File: src/rtl/riscalu_pkg.sv
// riscalu_pkg: opcode encoding and helpers shared by the registered accumulator ALU
package riscalu_pkg;
  typedef logic [2:0] opcode_t;
  localparam opcode_t OP_PASSA = 3'b000;
  localparam opcode_t OP_LDA   = 3'b001;
  localparam opcode_t OP_ADD   = 3'b010;
  localparam opcode_t OP_AND   = 3'b011;
  localparam opcode_t OP_XOR   = 3'b100;
  localparam opcode_t OP_PASSD = 3'b101;
  localparam opcode_t OP_SUB   = 3'b110;
  localparam opcode_t OP_ADDC  = 3'b111;
  function automatic logic writes_acc(opcode_t op);
    return !(op == OP_PASSA || op == OP_PASSD);
  endfunction
endpackage

File: src/rtl/riscalu_core.sv
// riscalu_core: combinational datapath producing result, next carry/overflow and accumulator write enable
module riscalu_core import riscalu_pkg::*; #(
  parameter int WIDTH = 8,
  parameter bit SATURATE = 1'b0
) (
  input  opcode_t          opcode,
  input  logic [WIDTH-1:0] d,
  input  logic [WIDTH-1:0] a,
  input  logic             c,
  output logic [WIDTH-1:0] r,
  output logic             carry_n,
  output logic             ovf_n,
  output logic             acc_we
);
  logic [WIDTH:0] sum, diff;
  logic is_add, is_sub, add_ovf, sub_ovf;
  assign is_add  = opcode == OP_ADD || opcode == OP_ADDC;
  assign is_sub  = opcode == OP_SUB;
  assign sum     = {1'b0, d} + {1'b0, a} + {{WIDTH{1'b0}}, opcode == OP_ADDC && c};
  assign diff    = {1'b0, a} - {1'b0, d};
  assign add_ovf = (a[WIDTH-1] == d[WIDTH-1]) && (sum[WIDTH-1] != a[WIDTH-1]);
  assign sub_ovf = (a[WIDTH-1] != d[WIDTH-1]) && (diff[WIDTH-1] != a[WIDTH-1]);
  assign carry_n = is_add ? sum[WIDTH] : is_sub ? diff[WIDTH] : c;
  assign ovf_n   = is_add ? add_ovf : is_sub ? sub_ovf : 1'b0;
  assign acc_we  = writes_acc(opcode);
  always_comb begin
    r = 'x;
    case (opcode)
      OP_PASSA:         r = a;
      OP_LDA, OP_PASSD: r = d;
      OP_ADD, OP_ADDC:  r = (SATURATE && sum[WIDTH]) ? '1 : sum[WIDTH-1:0];
      OP_AND:           r = d & a;
      OP_XOR:           r = d ^ a;
      OP_SUB:           r = (SATURATE && diff[WIDTH]) ? '0 : diff[WIDTH-1:0];
      default:          r = 'x;
    endcase
  end
endmodule

File: src/rtl/riscalu_pipe.sv
// riscalu_pipe: accumulator ALU with registered result, flags and valid/ready handshake
module riscalu_pipe import riscalu_pkg::*; #(
  parameter int WIDTH = 8,
  parameter bit SATURATE = 1'b0
) (
  input  logic             clock,
  input  logic             reset,
  input  logic             in_valid,
  output logic             in_ready,
  input  opcode_t          opcode,
  input  logic [WIDTH-1:0] data,
  output logic             out_valid,
  input  logic             out_ready,
  output logic [WIDTH-1:0] alu_out,
  output logic             zero,
  output logic             carry,
  output logic             overflow,
  output logic [WIDTH-1:0] accum
);
  logic [WIDTH-1:0] r, acc_next;
  logic carry_n, ovf_n, acc_we, accept;
  riscalu_core #(.WIDTH(WIDTH), .SATURATE(SATURATE)) u_core (
    .opcode(opcode), .d(data), .a(accum), .c(carry),
    .r(r), .carry_n(carry_n), .ovf_n(ovf_n), .acc_we(acc_we)
  );
  assign in_ready = !out_valid || out_ready;
  assign accept   = in_valid && in_ready;
  assign acc_next = acc_we ? r : accum;
  always_ff @(posedge clock) begin
    if (reset) begin
      out_valid <= 1'b0;
      alu_out   <= '0;
      accum     <= '0;
      zero      <= 1'b1;
      carry     <= 1'b0;
      overflow  <= 1'b0;
    end else if (accept) begin
      out_valid <= 1'b1;
      alu_out   <= r;
      accum     <= acc_next;
      zero      <= acc_next == '0;
      carry     <= carry_n;
      overflow  <= ovf_n;
    end else if (out_ready) begin
      out_valid <= 1'b0;
    end
  end
endmodule
File: config.mk
export PLATFORM = sky130hd
export DESIGN_NAME = riscalu_pipe
export DESIGN_NICKNAME = d
export VERILOG_FILES = /design/src/rtl/riscalu_pkg.sv /design/src/rtl/riscalu_core.sv /design/src/rtl/riscalu_pipe.sv
export SDC_FILE = /design/constraint.sdc
export NUM_CORES = 1
export LEC_CHECK = 0
export CAP_MARGIN = 10
export CORE_MARGIN = 8
export CORE_UTILIZATION = 49
export DETAILED_ROUTE_END_ITERATION = 16
export PLACE_DENSITY_LB_ADDON = 0.12
export REMOVE_ABC_BUFFERS = 1
export SYNTH_ARGS = -nofsm -noshare
export SYNTH_HDL_FRONTEND = slang
export SYNTH_SLANG_ARGS = --single-unit
File: constraint.sdc
create_clock -name clock -period 4.1 [get_ports clock]
set_input_delay 0.82 -clock clock [delete_from_list [all_inputs] [get_ports clock]]
set_output_delay 0.82 -clock clock [all_outputs]
set_load 0.02 [all_outputs]
==> impl_metrics.toml, run 1 <==
[status]
outcome = "finished clean"

[logic_synthesis]
yosysSeqAreaShare_pct = 18.4
synth_enable_flop_cells = 0
avgSynthCellArea_um2 = 7.33
ys_seq_elements = 20
async_flop_share_pct = 0
ys_warns = 0
synth_cell_types = 57
synth_ff_type = "dfxtp_1"
post_synth_instance_area_um2 = 2180
post_synth_inst_count = 297

[clocking]
cts_sinks = 20
clkTransAtPathRegs_ns = 0.07
cts.hold.buffers_added = 0
cts_root_buf = "clkbuf_8"
clock_tree.htree_level_count = 1
tritoncts.num_buffers = 3
cts_repair_resize_count = 0
cts_tree = "yes"
max-clock-path-buffers = 2
clock_latency_ns = 0.26
postCtsSetupBuffers = 0

[sta]
post_route_fraction_of_the_period_consumed_by_the_critical_path_pct = 93.2
finalHoldViolCount = 0
max_freq_mhz = 262
timing.final.max_slew_violations = 0
slew_headroom_pct = 50.0
rsz0062_at_grt = "false"
setup_ws_ns = 0.279
finalCriticalPeriod_ns = 3.82
worst_slew_pin_slew_ns = 0.747
final.setup.tns_ns = 0
finalClockSkew_ns = 0.00181
report.final.setup_viol = 0

[critical_path]
critical-path-top-delay-family = "compound AO/OA/AOI/OAI gates"
buffers_plus_inverters_on_the_worst_setup_path = 1
crit_chain = "clkdlybuf4s50_1, nand4_1, fa_1, fa_1, o21bai_1, a21oi_1, a221o_1, a211oi_1, nor2_1, or4b_1, o31ai_1"
critical_path.max_fanout = 2
critPathArrivalTime_ns = 4.00
timing.critical_path.mode_cell = "fa_1"
crit_path_max_incr_delay_ns = 0.48
regToRegSetupSlack_ns = 0.85
end_kind = "flip-flop"
reg2reg_to = "zero$_SDFFE_PP1P_"
start_kind = "input pin"
critPathKind = "in -> reg"
critPathSlowestCell = "clkdlybuf4s50_1"
critical_path.reg2reg.startpoint = "accum[0]$_SDFFE_PP0P_"
reg2reg_depth = 10
critical_path_required_ns = 4.28

[global_routing]
global_route_wire_length_before_repair_um = 10600
gr-total-overflow = 0
use_met1_pct = 25.3
grt.met3_usage_pct = 3.14
grt_max_degree = 33
grt_util_all_layers_pct = 19.3
global_route.peak_usage_layer = "met2"
gr-usage-met2_pct = 32.8
number_of_antenna_violations_at_the_first_check_in_global_routing = 0
first_global_vias = 2172

[power]
swShare_pct = 38.2
peakVddDrop_v = 0.000184
power.clock.fraction_pct = 20.6
pwr-share-comb_pct = 47.5
share_seq_of_total_power_pct = 31.9
static-leakage-power_uw = 0.00106
internal_power_uw = 450
powerDensity_nw_per_um2 = 278
net_switching_power_of_the_design_uw = 278

[placement]
place.port_buffers = 35
dpl_cell_area_um2 = 2560
dp_worst_setup_slack_ns = 0.0170
post_detail_place_hpwl_um = 4750
gp_congestion = 0.908

[cells_and_area]
most_frequent_cells_in_the_layout = "clkdlybuf4s50_1 (35), nor2_1 (30), nand2_1 (29), a21oi_1 (28), dfxtp_1 (20)"
layout.cells.most_common = "clkdlybuf4s50_1"
design_area_um2 = 2620
area.growth.synth_to_final_pct = 20.3
number_of_diodes_added_for_antenna_fixing = 0
fin_util_pct = 60.6
fillerInstances = 427
drive_gt1_share_pct = 7.67
finish.net_count = 361

[detailed_routing]
detailroute.via_count = 2281
drtPass1Iterations = 5
detail_route.iter0.violations = 199
totalWireLength_um = 6330
route.detailed.vias_per_inst = 6.03
routed_wire_length_per_instance_um = 16.8
post-route-drc-count = 0
postRouteAntennaNets = 0

[hold_path]
class_of_the_tightest_hold_or_removal_check = "reg -> reg"
whs_path_depth = 2
timing.hold.worst_endpoint = "alu_out[5]$_SDFFE_PP0P_"
holdCritStartpoint = "alu_out[5]$_SDFFE_PP0P_"

[floorplanning]
dieWidth_um = 82.7
design.core.area_um2 = 4320
dieArea_um2 = 6830
floorplan.die.height_um = 82.7
top_level_ports = 36
placement_rows = 24
starting_utilization_of_the_core_area_pct = 50.3

[run]
drv.max_cap_violation_count = 0
-- worst max path at each step --
stage,startpoint,end,depth (start not counted)
global route,opcode[2],zero$_SDFFE_PP1P_,11
finish,opcode[2],zero$_SDFFE_PP1P_,11
global placement,opcode[2],zero$_SDFFE_PP1P_,11
CTS,opcode[2],zero$_SDFFE_PP1P_,11
detailed placement,opcode[2],zero$_SDFFE_PP1P_,11
floorplan,opcode[2],zero$_SDFFE_PP1P_,10
-- power groups by stage --
| stage | clock (µW) | sequential, µW | combinational (µW) |
|---|---|---|---|
| floorplan | 0 | 252 | 191 |
| global placement | 0 | 236 | 339 |
| detailed placement | 0 | 237 | 341 |
| CTS | 151 | 232 | 343 |
| global route | 158 | 236 | 380 |
| finish | 150 | 232 | 345 |
-- kinds of logic after synthesis --
logic type                 share of synthesized area, %
muxes                                              2.07
DFF                                                18.4
AOI/OAI and AO/OA                                  31.6
xor gates and xnor gates                           2.07
adders and majority gates                          12.0
and+or+nand+nor                                    25.2
buffers and inverters                              8.74
-- registers in the layout (all words and copies together) (netlist names) --
| register | flops |
|---|---|
| accum | 8 |
| alu_out | 8 |
| carry | 1 |
| out_valid | 1 |
| overflow | 1 |
| zero | 1 |
-- stage by stage --
step	power, µW	hold slack, ns	cells
finish	727	0.462	378
global route	774	0.487	378
CTS	727	0.465	378
detailed placement	577	0.445	374
global placement	575	0.447	374
floorplan	443	0.524	275
-- layout make-up --
type	instances	area, µm²	share of cell area [%]
multi-input combinational	236	1590	60.6
inverter	19	71.3	2.72
clock buffer	4	55.1	2.10
tap	52	65.1	2.48
sequential	20	400	15.3
timing repair buffer	47	440	16.8
-- worst min-delay path: stages, from the launching register on --
cell and delay (ns):
dfxtp_1 0.31, nand2_1 0.05, a21oi_1 0.05
-- per-layer routing --
| metal | wire length, µm | up-vias |
|---|---|---|
| met4 | 61 | 0 |
| met3 | 399 | 7 |
| met2 | 2990 | 71 |
| met1 | 2880 | 1052 |
| met5 | 0 | - |
| li1 | - | 1151 |
-- cells in the mapped netlist, types with 4 or more instances --
master     n  area share [%]
buf_2      5             1.1
nand2_1   29             5.0
buf_6      4             2.1
a31oi_1    5             1.4
clkbuf_1  12             2.1
o21ai_0   13             3.0
nor2_1    30             5.2
nand2b_1   5             1.4
nor2b_1    5             1.4
nor3_1    12             2.8
and2_1     4             1.1
dfxtp_1   20              18
a211oi_1  12             4.1
nand3b_1   4             1.4
inv_1     19             3.3
nand3_1    4            0.92
ha_1      16             9.2
a21oi_1   28             6.4
Note: power is estimated with default switching activity, not from simulation.
==> run 2, diff against run 1 <==
--- a/config.mk
+++ b/config.mk
@@ -6,6 +6,7 @@
 export NUM_CORES = 1
 export LEC_CHECK = 0
 export CAP_MARGIN = 10
+export CORE_ASPECT_RATIO = 1.2
 export CORE_MARGIN = 8
 export CORE_UTILIZATION = 49
 export DETAILED_ROUTE_END_ITERATION = 16
==> impl_metrics.toml, run 2 (synthesized netlist as in run 1, its figures left out) <==
[status]
outcome = "finished clean"

[power]
powerDensity_nw_per_um2 = 278
peakVddDrop_v = 0.000218
static-leakage-power_uw = 0.00106

[floorplanning]
dieWidth_um = 76.9
dieArea_um2 = 6840
design.core.area_um2 = 4260
floorplan.die.height_um = 89.0
top_level_ports = 36
starting_utilization_of_the_core_area_pct = 51.1
placement_rows = 26

[global_routing]
number_of_antenna_violations_at_the_first_check_in_global_routing = 0
grt_max_degree = 33
grt_util_all_layers_pct = 18.4
first_global_vias = 2186
global_route_wire_length_before_repair_um = 10400
gr-total-overflow = 0

[placement]
dpl_cell_area_um2 = 2570
gp_congestion = 0.922
place.port_buffers = 35
post_detail_place_hpwl_um = 4890

[clocking]
clkTransAtPathRegs_ns = 0.07
postCtsSetupBuffers = 0
cts_sinks = 20
tritoncts.num_buffers = 3
clock_latency_ns = 0.26
cts_tree = "yes"
cts_root_buf = "clkbuf_8"
max-clock-path-buffers = 2
clock_tree.htree_level_count = 1
cts_repair_resize_count = 0
cts.hold.buffers_added = 0

[sta]
post_route_fraction_of_the_period_consumed_by_the_critical_path_pct = 92.9
timing.final.max_slew_violations = 0
finalCriticalPeriod_ns = 3.81
slew_headroom_pct = 49.2
rsz0062_at_grt = "false"
report.final.setup_viol = 0
max_freq_mhz = 263
finalClockSkew_ns = 0.00204
worst_slew_pin_slew_ns = 0.760
final.setup.tns_ns = 0
finalHoldViolCount = 0

[detailed_routing]
detail_route.iter0.violations = 172
postRouteAntennaNets = 0
totalWireLength_um = 6490
detailroute.via_count = 2288
post-route-drc-count = 0
route.detailed.vias_per_inst = 5.99
routed_wire_length_per_instance_um = 17.0
drtPass1Iterations = 4

[critical_path]
critical_path.max_fanout = 2
regToRegSetupSlack_ns = 0.90
critPathKind = "in -> reg"
critical_path_required_ns = 4.28
critPathArrivalTime_ns = 3.99
start_kind = "input pin"
end_kind = "flip-flop"

[cells_and_area]
drive_gt1_share_pct = 7.67
area.growth.synth_to_final_pct = 20.5
most_frequent_cells_in_the_layout = "clkdlybuf4s50_1 (35), nor2_1 (30), nand2_1 (29), a21oi_1 (28), dfxtp_1 (20)"
fillerInstances = 408
largest_registers = "accum x8, alu_out x8"
layout.cells.most_common = "clkdlybuf4s50_1"
finish.net_count = 361
design_area_um2 = 2620
number_of_diodes_added_for_antenna_fixing = 0

[hold_path]
class_of_the_tightest_hold_or_removal_check = "reg -> reg"

[run]
drv.max_cap_violation_count = 0
[run 2: metal layers]
layer	up-vias	share of wire, %	global-route usage, %
li1	1140	-	-
met1	1061	43	21.7
met2	78	49	33.4
met3	9	6.4	3.72
met4	0	1.5	4.38
met5	-	0	0
[run 2: layout make-up]
class	instances	area (µm²)	area share [%]
Multi-Input combinational cell	236	1590	60.5
Inverter	19	71.3	2.72
Sequential cell	20	400	15.3
Clock buffer	4	55.1	2.10
Tap cell	56	70.1	2.67
Timing Repair Buffer	47	440	16.8
[run 2: worst paths after layout]
check,from,endpoint,depth (start not counted)
worst max register to register,carry$_SDFFE_PP0P_,zero$_SDFFE_PP1P_,10
worst max-delay path,opcode[2],zero$_SDFFE_PP1P_,11
worst min register to register,alu_out[5]$_SDFFE_PP0P_,alu_out[5]$_SDFFE_PP0P_,2
worst min-delay path,alu_out[5]$_SDFFE_PP0P_,alu_out[5]$_SDFFE_PP0P_,2
[run 2: worst max-delay path, stage by stage]
cell and delay, ns:
clkdlybuf4s50_1 0.48, nand4_1 0.13, fa_1 0.44, fa_1 0.41, o21bai_1 0.20, a21oi_1 0.12
a221o_1 0.37, a211oi_1 0.26, nor2_1 0.08, or4b_1 0.46, o31ai_1 0.22
[run 2: report_power, final]
| group | switching [µW] | internal (µW) | leakage [µW] | total, µW |
|---|---|---|---|---|
| clock | 63.2 | 85.4 | 0.0000288 | 149 |
| combinational | 196 | 153 | 0.000867 | 348 |
| sequential | 19.7 | 212 | 0.000165 | 232 |
[run 2: metrics by stage]
stage | power, µW | util (%) | instances | worst slack [ns] | hold slack [ns]
after floorplan | 443 | - | 275 | 0.750 | 0.524
after global placement | 577 | 60.3 | 378 | 0.0885 | 0.444
after detailed placement | 580 | 60.3 | 378 | 0.00160 | 0.447
after CTS | 732 | 61.6 | 382 | 0.287 | 0.464
after global routing | 776 | 61.6 | 382 | 0.128 | 0.484
final | 729 | 61.6 | 382 | 0.291 | 0.462
